**src/rtl/seq_pkg.sv**
```systemverilog
// Shared definitions for the LED pattern sequencer: FSM encoding, default sizing
// and a constant-safe clog2 for deriving address field widths.
package seq_pkg;

    typedef enum logic [1:0] {
        IDLE  = 2'd0,
        FETCH = 2'd1,
        LATCH = 2'd2,
        WAIT  = 2'd3
    } state_t;

    localparam int NUM_SEQ_DEF  = 4;
    localparam int SEQ_LEN_DEF  = 16;
    localparam int LED_W_DEF    = 8;
    localparam int TICK_DIV_DEF = 12_500_000;

    function automatic int clog2(input int n);
        int r;
        int v;
        r = 0;
        v = n - 1;
        while (v > 0) begin
            r = r + 1;
            v = v >> 1;
        end
        return r;
    endfunction

endpackage

```
**src/rtl/seq_tick_gen.sv**
```systemverilog
// Step-rate divider: counts 0..TICK_DIV-1 while enabled and flags the terminal count.
// Holding en low or pulsing clr restarts the period from zero.
module seq_tick_gen
    import seq_pkg::*;
#(
    parameter int TICK_DIV = TICK_DIV_DEF
) (
    input  logic clk_50,
    input  logic reset,
    input  logic clr,
    input  logic en,
    output logic tick
);

    localparam int              CNT_W   = clog2(TICK_DIV);
    localparam logic [CNT_W-1:0] CNT_MAX = CNT_W'(TICK_DIV - 1);

    logic [CNT_W-1:0] cnt_q;

    always_ff @(posedge clk_50 or negedge reset) begin
        if (!reset) begin
            cnt_q <= '0;
        end else if (clr || !en || (cnt_q == CNT_MAX)) begin
            cnt_q <= '0;
        end else begin
            cnt_q <= cnt_q + CNT_W'(1);
        end
    end

    assign tick = en && (cnt_q == CNT_MAX);

endmodule

```
**src/rtl/seq_player_ctrl.sv**
```systemverilog
// LED sequencer controller: selects a sequence from debounced buttons and steps a
// synchronous pattern ROM once per tick, registering the ROM word onto LEDS.
module seq_player_ctrl
    import seq_pkg::*;
#(
    parameter  int NUM_SEQ  = NUM_SEQ_DEF,
    parameter  int SEQ_LEN  = SEQ_LEN_DEF,
    parameter  int LED_W    = LED_W_DEF,
    parameter  int TICK_DIV = TICK_DIV_DEF,
    localparam int SEQ_W    = clog2(NUM_SEQ),
    localparam int STEP_W   = clog2(SEQ_LEN),
    localparam int ADDR_W   = SEQ_W + STEP_W
) (
    input  logic              clk_50,
    input  logic              reset,
    input  logic              pb_seq_up,
    input  logic              pb_seq_dn,
    input  logic              run,
    input  logic [LED_W-1:0]  rom_data,
    output logic [ADDR_W-1:0] rom_addr,
    output logic [SEQ_W-1:0]  seq_num,
    output logic [LED_W-1:0]  LEDS,
    output logic              seq_wrap
);

    localparam logic [STEP_W-1:0] STEP_LAST = STEP_W'(SEQ_LEN - 1);

    state_t            state_q;
    state_t            state_d;
    logic [STEP_W-1:0] step_q;
    logic [STEP_W-1:0] step_d;
    logic [SEQ_W-1:0]  seq_num_d;
    logic              up_p0;
    logic              dn_p0;
    logic              up_ev;
    logic              dn_ev;
    logic              seq_ev;
    logic              leds_load;
    logic              wrap_d;
    logic              tick;
    logic              tick_clr;
    logic              tick_en;

    // Button edge detect: one registered copy, event on the 0->1 transition
    always_ff @(posedge clk_50 or negedge reset) begin
        if (!reset) begin
            up_p0 <= 1'b0;
            dn_p0 <= 1'b0;
        end else begin
            up_p0 <= pb_seq_up;
            dn_p0 <= pb_seq_dn;
        end
    end

    assign up_ev  = pb_seq_up & ~up_p0;
    assign dn_ev  = pb_seq_dn & ~dn_p0;
    assign seq_ev = up_ev ^ dn_ev;

    seq_tick_gen #(
        .TICK_DIV (TICK_DIV)
    ) u_tick (
        .clk_50 (clk_50),
        .reset  (reset),
        .clr    (tick_clr),
        .en     (tick_en),
        .tick   (tick)
    );

    // Next-state: play sequencing first, then a sequence change overrides everything
    always_comb begin
        state_d   = state_q;
        step_d    = step_q;
        seq_num_d = seq_num;
        leds_load = 1'b0;
        wrap_d    = 1'b0;

        case (state_q)
            IDLE: begin
                if (run) begin
                    state_d = FETCH;
                end
            end
            FETCH: begin
                state_d = LATCH;
            end
            LATCH: begin
                leds_load = 1'b1;
                state_d   = run ? WAIT : IDLE;
            end
            WAIT: begin
                if (!run) begin
                    state_d = IDLE;
                end else if (tick) begin
                    step_d  = step_q + STEP_W'(1);
                    wrap_d  = (step_q == STEP_LAST);
                    state_d = FETCH;
                end
            end
            default: begin
                state_d = IDLE;
            end
        endcase

        // A new sequence restarts at step 0; dropping leds_load keeps a fetch of the
        // old address from ever reaching LEDS
        if (seq_ev) begin
            seq_num_d = up_ev ? (seq_num + SEQ_W'(1)) : (seq_num - SEQ_W'(1));
            step_d    = '0;
            leds_load = 1'b0;
            wrap_d    = 1'b0;
            state_d   = run ? FETCH : IDLE;
        end

        tick_clr = seq_ev || (state_d == IDLE);
        tick_en  = (state_q != IDLE);
    end

    // Registered state and outputs; rom_addr is loaded from the next-state values so it
    // already shows {seq_num, step} during FETCH
    always_ff @(posedge clk_50 or negedge reset) begin
        if (!reset) begin
            state_q  <= IDLE;
            step_q   <= '0;
            seq_num  <= '0;
            rom_addr <= '0;
            LEDS     <= '0;
            seq_wrap <= 1'b0;
        end else begin
            state_q  <= state_d;
            step_q   <= step_d;
            seq_num  <= seq_num_d;
            rom_addr <= {seq_num_d, step_d};
            seq_wrap <= wrap_d;
            if (leds_load) begin
                LEDS <= rom_data;
            end
        end
    end

endmodule

```
**config.mk**
```make
export PLATFORM = sky130hd
export DESIGN_NAME = seq_player_ctrl
export DESIGN_NICKNAME = d
export VERILOG_FILES = /design/src/rtl/seq_pkg.sv /design/src/rtl/seq_tick_gen.sv /design/src/rtl/seq_player_ctrl.sv
export SDC_FILE = /design/constraint.sdc
export NUM_CORES = 1
export LEC_CHECK = 0
export CAP_MARGIN = 10
export CORE_MARGIN = 5
export CORE_UTILIZATION = 50
export DETAILED_ROUTE_END_ITERATION = 7
export PLACE_DENSITY = 0.8
export SLEW_MARGIN = 5
export SYNTH_ARGS = -nofsm -noshare
export SYNTH_HDL_FRONTEND = slang
export SYNTH_HIERARCHICAL = 1
export SYNTH_SLANG_ARGS = --single-unit
```
**constraint.sdc**
```tcl
create_clock -name clk_50 -period 5.9 [get_ports clk_50]
set_clock_uncertainty 0.05 [all_clocks]
set_input_delay 1.18 -clock clk_50 [delete_from_list [all_inputs] [get_ports clk_50]]
set_output_delay 1.18 -clock clk_50 [all_outputs]
set_load 0.02 [all_outputs]
```
==> reports/results.md <==
| Parameter | Value |
| --- | --- |
| Total core area | 0.00400 mm² |
| Number of clock sinks | 43 |
| Max-cap violation count | 0 |
| Remaining design rule violation count | 0 |
| Routed wire length | 3850 µm |
| Root Buffer | clkbuf_8 |
| Number of instances resized during post-cts repair | 0 |
| Most frequent cells after synthesis | 43 x dfrtp_1, 18 x nor2_1, 16 x nand2_1 |
| Post-synth EDFFs | 0 |
| Synth area leader | dfrtp_1 |
| Number of setup buffers added after CTS | 0 |
| R2R Setup Slk | 3.53 ns |
| Final Max Slew Viols | 0 |
| Time the final worst path needs with I/O delays and setup | 3.17 ns |
| Number of cells traversed by the worst register-to-register path | 8 |
| Result of the run | finished, final reports clean |
| Skew-Pair Late Insertion Delay | 0.30 ns |
| Required time of the worst setup path | 6.03 ns |
| Number of distinct library cell variants in the gate-level netlist after synthesis | 36 |
| CP max stage delay | 0.79 ns |
| IO buf count | 29 |
| Die extent in y | 74.3 µm |
| Number of buffers inserted during clock tree synthesis | 5 |
| Cell area after layout | 0.00249 mm² |
| Total stage count of the critical path | 8 |
| Depth of the CTS H-tree | 2 |
| Cell Pwr Density | 336 mW/mm² |
| Wire length of the first global-routing pass | 6420 µm |
| Share of the clock period used by the worst path after layout | 53.7% |
| Diodes inserted | 0 |
| Category of the worst setup path capture point | flip-flop |
| Slowest cell on the critical path | xnor2_1 |
| Total number of nets in the final design | 240 |
| Signal arrival time at the worst endpoint | 3.29 ns |
| Dominant cell by count in the synthesized netlist | dfrtp_1 |
| Final global-route overflow total | 0 |
| Number of buffer and inverter instances along the worst setup path | 3 |
| Post-Route Utilization | 62.3% |
| R2R Path Start | u_tick/cnt_q[0] |
| YS warnings | 6 |
| Actual transition at the worst max-transition pin | 1.00 ns |
| Avg Synthesized Cell Area | 10.5 µm² |
| Peak supply drop | 0.162 mV |
| Number of standard cells after synthesis | 197 |
| Worst slew margin relative to its limit | 32.7% |
| Synth Net Count | 212 |
| Cells traversed along the worst timing path | clkdlybuf4s50_1 > nor2b_4 > xnor2_1 > o21bai_1 > inv_1 > o311ai_2 > buf_4 > nor2_1 |
| DR vias | 1486 |
| Die Outline Area | 0.00552 mm² |
| Final weighted congestion of routability-driven global placement | 0.766 |
| Detailed Place HPWL | 2640 µm |
| Leak Pwr | 0.000991 µW |
| Critical setup path kind | in2reg |
| Largest buffer count on any clock path | 2 |
| Setup TNS | 0 ns |
| Io pins | 30 |
| Fraction of layout instances using a drive strength above 1 | 10.2% |
| Clk pin slew, worst setup/hold paths | 0.08 ns |
| Layout fillers | 333 |
| Hold path depth | 1 |
| Crit Reg-Reg Endpoint | rom_addr[3] |
| Floorplan row count | 23 |
| Peak Freq | 0.316 GHz |
| Endpoint, Worst Hold | u_tick/cnt_q[0] |
| Worst min-delay path class | reg2reg |
| Hold Path Origin | u_tick/cnt_q[0] |
| Startpoint Class | input pin |
| Global router's overall resource usage | 15.0% |
| Starting density of the core | 51.6% |
| Cts-stage hold buffer count | 0 |
| Cell Area, Synth | 0.00207 mm² |
| Synth Flop Type | dfrtp_1 |
| CP delay by family, top | buffers and inverters |
| Vias per inst | 5.38 |
| Leading post-synthesis cells by cell area | dfrtp_1 52%, mux2_2 4.4%, xnor2_1 3.8% |
| Die boundary width | 74.3 µm |
| Max Fanout on Critical Path | 24 |
| Number of hold violations in the final report | 0 |
| DRC marker count from the first detailed-route iteration | 103 |
| Number of flip-flops and latches in the synthesized netlist | 43 |
| Final setup viols | 0 |
| Routed wire length per instance | 14.0 µm |
| Area share of the largest cell type after synthesis | 52.1% |
| Pin count of the biggest net entering global routing | 44 |
| Sequential area share after synthesis | 52.1% |
| CTS tree | built |
| Placement Cell Area | 0.00236 mm² |
| Proportion of register bits with asynchronous set or reset after synthesis | 100% |
| Setup repair after global routing missed its margin | false |
| Total iterations of the first detailed-routing run | 4 |
| Area growth from synthesis to layout | 20.6% |
| Via count of the first global-routing pass | 1353 |
| Post-detailed-route count of antenna-violating nets | 0 |
| Number of antenna violations at the first check in global routing | 0 |
[power breakdown]
part | switching, µW | leakage, µW | internal (µW)
Combinational | 102 | 0.000355 | 109
Clock | 102 | 0.0000654 | 169
Sequential | 24.1 | 0.000570 | 332
Total | 227 | 0.000991 | 610
[worst max-delay path by stage]
stage | slack (ns) | end | start
final | 2.73 | u_tick/cnt_q[3] | pb_seq_up
after global routing | 2.57 | u_tick/cnt_q[21] | pb_seq_up
after CTS | 2.72 | u_tick/cnt_q[6] | pb_seq_up
after detailed placement | 2.41 | u_tick/cnt_q[6] | pb_seq_up
after global placement | 2.48 | u_tick/cnt_q[16] | pb_seq_up
after floorplan | 3.36 | u_tick/cnt_q[17] | pb_seq_up
[placed cells by master, fill, tap and decap left out, drive strengths merged]
cell type | netlist | routed
inv | 7 | 7
o31ai | 2 | 2
buf | 8 | 2
a211oi | 1 | 1
bufinv | 0 | 2
dfrtp | 43 | 43
o31a | 1 | 1
nand3 | 8 | 8
o21ai | 10 | 10
o311ai | 1 | 1
or4 | 4 | 4
nor2 | 18 | 18
and3 | 2 | 2
and4 | 5 | 5
nor2b | 1 | 1
xor2 | 8 | 8
or3 | 9 | 9
o21bai | 1 | 1
nand2b | 2 | 2
and3b | 1 | 1
and2 | 1 | 1
mux2 | 8 | 8
xnor2 | 9 | 9
nor3b | 1 | 1
clkbuf | 1 | 6
nor3 | 3 | 3
a21oi | 13 | 13
nand2 | 16 | 16
clkdlybuf4s50 | 0 | 28
ha | 2 | 2
nor4b | 1 | 1
nor4 | 2 | 2
nand4 | 8 | 8
[through the flow]
stage / std cells / power [µW] / worst slack, ns / hold WS [ns]
final: 276 / 838 / 2.73 / 0.431
after floorplan: 197 / 480 / 3.36 / 0.402
after global placement: 268 / 571 / 2.48 / 0.424
after global routing: 276 / 877 / 2.57 / 0.453
after CTS: 276 / 844 / 2.72 / 0.433
after detailed placement: 268 / 577 / 2.41 / 0.423
[per-layer routing]
metal / global-route usage (%) / up-vias / part of all wire (%)
met3: 5.27 / 0 / 8.0
met4: 2.96 / 0 / 0
met2: 22.7 / 42 / 43
li1: - / 748 / -
met1: 21.0 / 696 / 49
met5: 0 / - / 0
[state kept, by name, summed over array words and instances (netlist names)]
signal        cells
LEDS              8
rom_addr          2
state_q           2
up_p0             1
seq_num           1
seq_wrap          1
u_tick/cnt_q     24
dn_p0             1
step_q            3
[logic make-up (layout without fill, tap and decap cells)]
family,count (synthesis),in the layout,share of synthesized area (%)
fa+ha+maj,2,2,1.21
flops,43,43,52.1
xor+xnor,17,17,7.21
buf+inv,16,45,4.30
mux,8,8,4.36
compound gates,29,29,8.24
simple gates,82,82,22.6
[area by class of cell]
| cell class | count | area [µm²] | share of cell area, % |
|---|---|---|---|
| sequential | 43 | 1080 | 43.2 |
| multi-input combinational | 138 | 901 | 36.2 |
| timing repair buffer | 30 | 293 | 11.8 |
| clock buffer | 6 | 72.6 | 2.91 |
| tap | 50 | 62.6 | 2.51 |
| clock inverter | 2 | 60.1 | 2.41 |
| inverter | 7 | 26.3 | 1.05 |
Note: power is estimated with default switching activity, not from simulation.
